## src/rtl/wheel_step_sequencer_if.sv

```systemverilog
// wheel_step_sequencer_if: begin/result handshake and result buses between
// the wheel step sequencer (master) and update_wheel (slave). Signal names
// follow the sequencer's side of the link.
interface wheel_step_sequencer_if #(
  parameter int POSITION_SIZE = 8,
  parameter int VELOCITY_SIZE = 8,
  parameter int NUM_NODES     = 4
);
  logic                                           begin_out;
  logic                                           result_in;
  logic [1:0][NUM_NODES-1:0][POSITION_SIZE-1:0]   nodes_result_in;
  logic [1:0][NUM_NODES-1:0][VELOCITY_SIZE-1:0]   velocities_result_in;

  modport master (
    output begin_out,
    input  result_in,
    input  nodes_result_in,
    input  velocities_result_in
  );

  modport slave (
    input  begin_out,
    output result_in,
    output nodes_result_in,
    output velocities_result_in
  );
endinterface

```

## src/rtl/wheel_step_sequencer.sv

```systemverilog
// wheel_step_sequencer: owns the wheel node position/velocity state and runs
// STEPS_PER_FRAME update_wheel substeps per frame tick, committing each
// substep's result back into state.
// Optional per-substep watchdog: define STEP_TIMEOUT_EN.
module wheel_step_sequencer #(
  parameter int POSITION_SIZE   = 8,
  parameter int VELOCITY_SIZE   = 8,
  parameter int NUM_NODES       = 4,
  parameter int STEPS_PER_FRAME = 4,
  parameter int TIMEOUT_CYCLES  = 1024
) (
  input  logic                                         clk_in,
  input  logic                                         rst_n_in,
  input  logic                                         load_in,
  input  logic [1:0][NUM_NODES-1:0][POSITION_SIZE-1:0] init_nodes_in,
  input  logic [1:0][NUM_NODES-1:0][VELOCITY_SIZE-1:0] init_velocities_in,
  input  logic                                         frame_tick_in,
  input  logic [2:0]                                   drive_in,
  wheel_step_sequencer_if.master                       wheel_if,
  output logic [2:0]                                   drive_out,
  output logic [1:0][NUM_NODES-1:0][POSITION_SIZE-1:0] nodes_out,
  output logic [1:0][NUM_NODES-1:0][VELOCITY_SIZE-1:0] velocities_out,
  output logic                                         busy_out,
  output logic [$clog2(STEPS_PER_FRAME+1)-1:0]         step_count_out,
  output logic                                         frame_done_out,
  output logic                                         overrun_out,
  output logic                                         timeout_out
);

  localparam int              SC_W      = $clog2(STEPS_PER_FRAME + 1);
  localparam logic [SC_W-1:0] LAST_STEP = SC_W'(STEPS_PER_FRAME - 1);

  // A zero-step frame or zero-cycle watchdog has no meaning.
  if (STEPS_PER_FRAME < 1 || TIMEOUT_CYCLES < 1) begin : g_bad_params
    $error("wheel_step_sequencer: STEPS_PER_FRAME and TIMEOUT_CYCLES must be >= 1");
  end

  typedef enum logic [2:0] {
    ST_IDLE,
    ST_ISSUE,
    ST_WAIT_ACK,
    ST_WAIT_DONE,
    ST_COMMIT
  } state_t;

  state_t                                       state_reg;
  logic [1:0][NUM_NODES-1:0][POSITION_SIZE-1:0] nodes_reg;
  logic [1:0][NUM_NODES-1:0][VELOCITY_SIZE-1:0] velocities_reg;
  logic [2:0]                                   drive_reg;
  logic [SC_W-1:0]                              step_cnt_reg;
  logic                                         begin_reg;
  logic                                         frame_done_reg;
  logic                                         overrun_reg;
  logic                                         tmo_expire;

  // State write data: load takes the init vectors, otherwise the substep
  // result. COMMIT never coincides with load, so one mux serves both.
  logic [1:0][NUM_NODES-1:0][POSITION_SIZE-1:0] nodes_wr;
  logic [1:0][NUM_NODES-1:0][VELOCITY_SIZE-1:0] velocities_wr;

  genvar gi;
  for (gi = 0; gi < 2; gi++) begin : g_axis_wr
    assign nodes_wr[gi]      = load_in ? init_nodes_in[gi]      : wheel_if.nodes_result_in[gi];
    assign velocities_wr[gi] = load_in ? init_velocities_in[gi] : wheel_if.velocities_result_in[gi];
  end

`ifdef STEP_TIMEOUT_EN
  localparam int               TMO_W    = $clog2(TIMEOUT_CYCLES + 1);
  localparam logic [TMO_W-1:0] TMO_LAST = TMO_W'(TIMEOUT_CYCLES - 1);

  logic [TMO_W-1:0] tmo_cnt_reg;
  logic             timeout_reg;
  logic             waiting;

  // The watchdog covers the whole responder round trip (ack and done).
  assign waiting    = (state_reg == ST_WAIT_ACK) || (state_reg == ST_WAIT_DONE);
  assign tmo_expire = waiting && (tmo_cnt_reg == TMO_LAST);

  // Watchdog counter and sticky flag; only load or reset clears the flag.
  always_ff @(posedge clk_in or negedge rst_n_in) begin
    if (!rst_n_in) begin
      tmo_cnt_reg <= '0;
      timeout_reg <= 1'b0;
    end else if (load_in) begin
      tmo_cnt_reg <= '0;
      timeout_reg <= 1'b0;
    end else if (tmo_expire) begin
      tmo_cnt_reg <= '0;
      timeout_reg <= 1'b1;
    end else if (waiting) begin
      tmo_cnt_reg <= tmo_cnt_reg + TMO_W'(1);
    end else begin
      tmo_cnt_reg <= '0;
    end
  end

  assign timeout_out = timeout_reg;
`else
  assign tmo_expire  = 1'b0;
  assign timeout_out = 1'b0;
`endif

  // Substep sequencing FSM with registered pulse outputs. Load has priority
  // over everything (including the watchdog) and aborts any frame silently.
  always_ff @(posedge clk_in or negedge rst_n_in) begin
    if (!rst_n_in) begin
      state_reg      <= ST_IDLE;
      nodes_reg      <= '0;
      velocities_reg <= '0;
      drive_reg      <= '0;
      step_cnt_reg   <= '0;
      begin_reg      <= 1'b0;
      frame_done_reg <= 1'b0;
      overrun_reg    <= 1'b0;
    end else begin
      begin_reg      <= 1'b0;
      frame_done_reg <= 1'b0;
      // A tick that arrives while a frame runs is dropped and reported.
      overrun_reg    <= frame_tick_in && (state_reg != ST_IDLE);

      if (load_in) begin
        nodes_reg      <= nodes_wr;
        velocities_reg <= velocities_wr;
        step_cnt_reg   <= '0;
        state_reg      <= ST_IDLE;
      end else if (tmo_expire) begin
        state_reg <= ST_IDLE;
      end else begin
        case (state_reg)
          ST_IDLE: begin
            if (frame_tick_in) begin
              drive_reg    <= drive_in;
              step_cnt_reg <= '0;
              state_reg    <= ST_ISSUE;
            end
          end
          // Only start when the responder is idle; this also lets a run
          // left over from an aborted frame drain before the next begin.
          ST_ISSUE: begin
            if (wheel_if.result_in) begin
              begin_reg <= 1'b1;
              state_reg <= ST_WAIT_ACK;
            end
          end
          // result_in still high here is stale; wait for the accept.
          ST_WAIT_ACK: begin
            if (!wheel_if.result_in) begin
              state_reg <= ST_WAIT_DONE;
            end
          end
          ST_WAIT_DONE: begin
            if (wheel_if.result_in) begin
              state_reg <= ST_COMMIT;
            end
          end
          ST_COMMIT: begin
            nodes_reg      <= nodes_wr;
            velocities_reg <= velocities_wr;
            step_cnt_reg   <= step_cnt_reg + SC_W'(1);
            if (step_cnt_reg == LAST_STEP) begin
              frame_done_reg <= 1'b1;
              state_reg      <= ST_IDLE;
            end else begin
              state_reg <= ST_ISSUE;
            end
          end
          default: state_reg <= ST_IDLE;
        endcase
      end
    end
  end

  assign wheel_if.begin_out = begin_reg;
  assign drive_out          = drive_reg;
  assign nodes_out          = nodes_reg;
  assign velocities_out     = velocities_reg;
  assign busy_out           = (state_reg != ST_IDLE);
  assign step_count_out     = step_cnt_reg;
  assign frame_done_out     = frame_done_reg;
  assign overrun_out        = overrun_reg;

endmodule

```

## src/flat_wrapper.sv

```systemverilog
// flat-port wrapper written by rule: the top's interface ports become plain ports
module wheel_step_sequencer_flat 
#(
  parameter int POSITION_SIZE   = 8,
  parameter int VELOCITY_SIZE   = 8,
  parameter int NUM_NODES       = 4,
  parameter int STEPS_PER_FRAME = 4,
  parameter int TIMEOUT_CYCLES  = 1024
)
  (clk_in, rst_n_in, load_in, init_nodes_in, init_velocities_in, frame_tick_in, drive_in, drive_out, nodes_out, velocities_out, busy_out, step_count_out, frame_done_out, overrun_out, timeout_out, wheel_if_begin_out, wheel_if_result_in, wheel_if_nodes_result_in, wheel_if_velocities_result_in);
  wheel_step_sequencer_if #(.POSITION_SIZE(POSITION_SIZE), .VELOCITY_SIZE(VELOCITY_SIZE), .NUM_NODES(NUM_NODES)) wheel_if_i ();
  input  logic clk_in;
  input  logic rst_n_in;
  input  logic load_in;
  input  logic [1:0][NUM_NODES-1:0][POSITION_SIZE-1:0] init_nodes_in;
  input  logic [1:0][NUM_NODES-1:0][VELOCITY_SIZE-1:0] init_velocities_in;
  input  logic frame_tick_in;
  input  logic [2:0] drive_in;
  output logic [2:0] drive_out;
  output logic [1:0][NUM_NODES-1:0][POSITION_SIZE-1:0] nodes_out;
  output logic [1:0][NUM_NODES-1:0][VELOCITY_SIZE-1:0] velocities_out;
  output logic busy_out;
  output logic [$clog2(STEPS_PER_FRAME+1)-1:0] step_count_out;
  output logic frame_done_out;
  output logic overrun_out;
  output logic timeout_out;
  output wire logic [$bits(wheel_if_i.begin_out)-1:0] wheel_if_begin_out;
  input wire logic [$bits(wheel_if_i.result_in)-1:0] wheel_if_result_in;
  input wire logic [$bits(wheel_if_i.nodes_result_in)-1:0] wheel_if_nodes_result_in;
  input wire logic [$bits(wheel_if_i.velocities_result_in)-1:0] wheel_if_velocities_result_in;
  assign wheel_if_begin_out = wheel_if_i.begin_out;
  assign wheel_if_i.result_in = wheel_if_result_in;
  assign wheel_if_i.nodes_result_in = wheel_if_nodes_result_in;
  assign wheel_if_i.velocities_result_in = wheel_if_velocities_result_in;
  wheel_step_sequencer #(.POSITION_SIZE(POSITION_SIZE), .VELOCITY_SIZE(VELOCITY_SIZE), .NUM_NODES(NUM_NODES), .STEPS_PER_FRAME(STEPS_PER_FRAME), .TIMEOUT_CYCLES(TIMEOUT_CYCLES)) u_core (.clk_in(clk_in), .rst_n_in(rst_n_in), .load_in(load_in), .init_nodes_in(init_nodes_in), .init_velocities_in(init_velocities_in), .frame_tick_in(frame_tick_in), .drive_in(drive_in), .wheel_if(wheel_if_i), .drive_out(drive_out), .nodes_out(nodes_out), .velocities_out(velocities_out), .busy_out(busy_out), .step_count_out(step_count_out), .frame_done_out(frame_done_out), .overrun_out(overrun_out), .timeout_out(timeout_out));
endmodule
```

## config.mk

```make
export PLATFORM = sky130hd
export DESIGN_NAME = wheel_step_sequencer_flat
export DESIGN_NICKNAME = d
export VERILOG_FILES = /design/src/rtl/wheel_step_sequencer_if.sv /design/src/rtl/wheel_step_sequencer.sv /design/src/flat_wrapper.sv
export SDC_FILE = /design/constraint.sdc
export NUM_CORES = 1
export LEC_CHECK = 0
export CAP_MARGIN = 20
export CORE_AREA = 2 2 157 159
export DETAILED_ROUTE_END_ITERATION = 7
export DIE_AREA = 0 0 159 161
export DONT_BUFFER_PORTS = 1
export PLACE_DENSITY = 0.5
export REMOVE_ABC_BUFFERS = 1
export SLEW_MARGIN = 20
export SYNTH_ARGS = -nofsm -noshare
export SYNTH_HDL_FRONTEND = slang
export SYNTH_SLANG_ARGS = --single-unit
```

## constraint.sdc

```tcl
create_clock -name clk_in -period 1.4 [get_ports clk_in]
set_input_delay 0.14 -clock clk_in [delete_from_list [all_inputs] [get_ports clk_in]]
set_output_delay 0.14 -clock clk_in [all_outputs]
set_load 0.1 [all_outputs]
```

==> out/summary.txt <==
async set-reset flop share out of synthesis = 100%
unrepaired setup endpoints after global routing = yes
failing checks = negative hold slack, negative setup slack
slowest CP cell = dfrtp_1
flops & latches, synth = 140
Max Fclk = 615 MHz
hpwl dp = 13.0 mm
initial antenna violation count = 0
htree depth = 4
Reg area = 3500 sq um
final worst setup slack = -0.226 ns
Mapped Avg Cell Area = 10.7 sq um
number of flops mapped to enable cells by yosys = 0
commonest non-fill, non-tap cell in the layout = dlygate4sd3_1
commonest cells after routing, fill and taps aside = dlygate4sd3_1, buf_4, dfrtp_1, nor3_1, mux2i_1
Final Max Tran Viols = 0
PwrDens = 1340 nW/um^2
routability congestion estimate = 0.759
core footprint = 24,000 sq um
CTS Sinks = 140
worst path cell trace = buf_6 -> or3_4 -> buf_12
global-route wire length before repair = 37.1 mm
Comb pwr share = 37.6%
CTS tree = built
die area = 25,600 sq um
worst min path class = in -> async
Cells after DPL = 1,034
CP max stage delay = 0.39 ns
post-synthesis sequential area ratio = 52.8%
Multi-input gate area = 2930 sq um
number of global-route vias before repair = 6,850
status = finished with violations
diode count = 0
Area Overhead vs Synth = 71.3%
DR vias/cell = 5.08
Top FF cell, synth = dfrtp_1
routed wire length per instance = 20.7 um
Synth warnings = 0
element type at the critical path start = flop
row count = 57
Setup crit end kind = primary output
Post-Syn Area = 6630 sq um
antenna-violating nets left = 0
cell family with most CP delay = flip-flops
Die W = 159 um
number of buffers and inverters on the critical path = 2
Max FO, Critical Path = 4
Leakage = 4.92 nW
Net Sw Frac = 40.4%
Switch Pwr = 6.15 mW
largest net degree at the start of global routing = 267
Worst Skew = 0.00997 ns
sequential share of power = 31.3%
Yosys top cell area share = 52.8%
max cap viols = 0
fin crit share = 116%
post-route minimum period = 1.63 ns
Netlist cell types = 25
required time of the critical path = 1.26 ns
pre-CTS setup slack = 0.00838 ns
Max clock buf depth = 2
CTS buffer count = 17
biggest area consumer among synthesized cells = dfrtp_1
initial core utilization = 27.7%
I/O Buffers = 0
VDD IR max = 628 uV
CP arrival = 1.49 ns
Final Non-Filler Cells = 1,282
cells taking the most area after synthesis = dfrtp_1, mux2i_1, a21oi_1
final-report hold violation count = 186
# setup viols final = 136
CP Class = reg -> out
Int Pwr = 9.09 mW
Worst Tran Pin Value = 0.815 ns
Root Driver = clkbuf_16
Initial DRC Count = 394
Slew headroom = 45.7%
fill cell count = 2,163
Via Count = 6,509
fin nets = 1,214
IO Count = 403
gr ovfl total = 0
aggregate global-route resource usage = 18.4%
Clock Latency Late Sink = 0.41 ns
drt total wl = 26.6 mm
die height = 161 um
CTS clk-pin slew, worst paths = 0.06 ns
layout cells sized above 1 = 26.3%
clock share of power = 31.2%
Syn Inst Count = 621
DRC Markers = 0
Detailed Routing Iterations Pass 1 = 4
WHS = -0.581 ns
final cells by class:
class	count	area share [%]
clock inverter	11	1.51
sequential	140	30.8
clock buffer	18	3.87
multi-input combinational	418	25.8
timing repair buffer	369	34.3
tap	324	3.57
inverter	2	0.0661
logic make-up (layout without fill, tap and decap cells):
family | Yosys count | in the layout | share of synthesized area (%)
other | 1 | 1 | 0.0565
xor gates and xnor gates | 1 | 1 | 0.132
buffers and inverters | 63 | 400 | 4.96
adders and majority gates | 2 | 2 | 0.377
muxes | 131 | 131 | 19.8
AOI/OAI and AO/OA | 137 | 137 | 10.4
and+or+nand+nor | 146 | 146 | 11.4
DFF | 140 | 140 | 52.8
worst paths after layout:
kind | start | endpoint | slack (ns) | cells past startpoint
worst max-delay path | u_core.state_reg[0]$_DFFE_PN0P_ | busy_out | -0.23 | 3
worst min-delay path | rst_n_in | u_core.drive_out[1]$_DFFE_PN0P_ | -0.58 | 0
worst max register to register | u_core.state_reg[0]$_DFFE_PN0P_ | u_core.velocities_out[26]$_DFFE_PN0P_ | -0.20 | 8
worst min register to register | u_core.drive_out[2]$_DFFE_PN0P_ | u_core.drive_out[2]$_DFFE_PN0P_ | 0.51 | 1
max in group asynchronous | rst_n_in | u_core.velocities_out[58]$_DFFE_PN0P_ | 1.80 | 0
min in group clk_in | load_in | u_core.velocities_out[29]$_DFFE_PN0P_ | -0.08 | 2
metrics by stage:
step / util, % / hold WS (ns) / setup TNS [ns] / total power, mW / area (sq um)
after global placement: 32.9 / -0.153 / 0 / 9.66 / 7890
after floorplan: - / -0.156 / -529.44 / 8.69 / 6310
after global routing: 47.4 / -0.616 / -23.43 / 15.7 / 11400
after detailed placement: 32.9 / -0.152 / 0 / 9.72 / 7890
final: 47.4 / -0.581 / -14.70 / 15.2 / 11400
after CTS: 45.6 / -0.606 / -13.14 / 15.2 / 10900
layer usage:
metal,track usage (%),routed length [um],part of all wire (%)
met5,0,0,0
met3,5.14,1830,6.9
met4,7.36,934,3.5
met2,33.6,13800,52
met1,20.2,10000,38
repair_timing:
action | in CTS | in global routing
pin swaps | 2 | 6
endpoints found under the setup margin | 12 | 137
gates resized for setup | 53 | 25
hold endpoints to repair | 280 | 213
hold buffers | 172 | 8
gates cloned | 13 | 17
buffers inserted | 11 | 4
power groups by stage:
| stage | logic [mW] | clock network [mW] | registers (mW) |
|---|---|---|---|
| floorplan | 0.724 | 0 | 7.97 |
| global placement | 4.86 | 0 | 4.81 |
| detailed placement | 4.90 | 0 | 4.82 |
| CTS | 5.61 | 4.88 | 4.75 |
| global route | 5.89 | 5.05 | 4.80 |
| finish | 5.72 | 4.75 | 4.76 |
Yosys cell counts, drive strengths merged, types with 2 or more instances:
cell,count
dfrtp,140
a21oi,131
nor3,129
mux2i,128
buf,44
clkbuf,17
nand2,4
o21ai,4
mux2,3
ha,2
inv,2
nand2b,2
nor2,2
nor4,2
or2,2
Note: power is estimated with default switching activity, not from simulation.
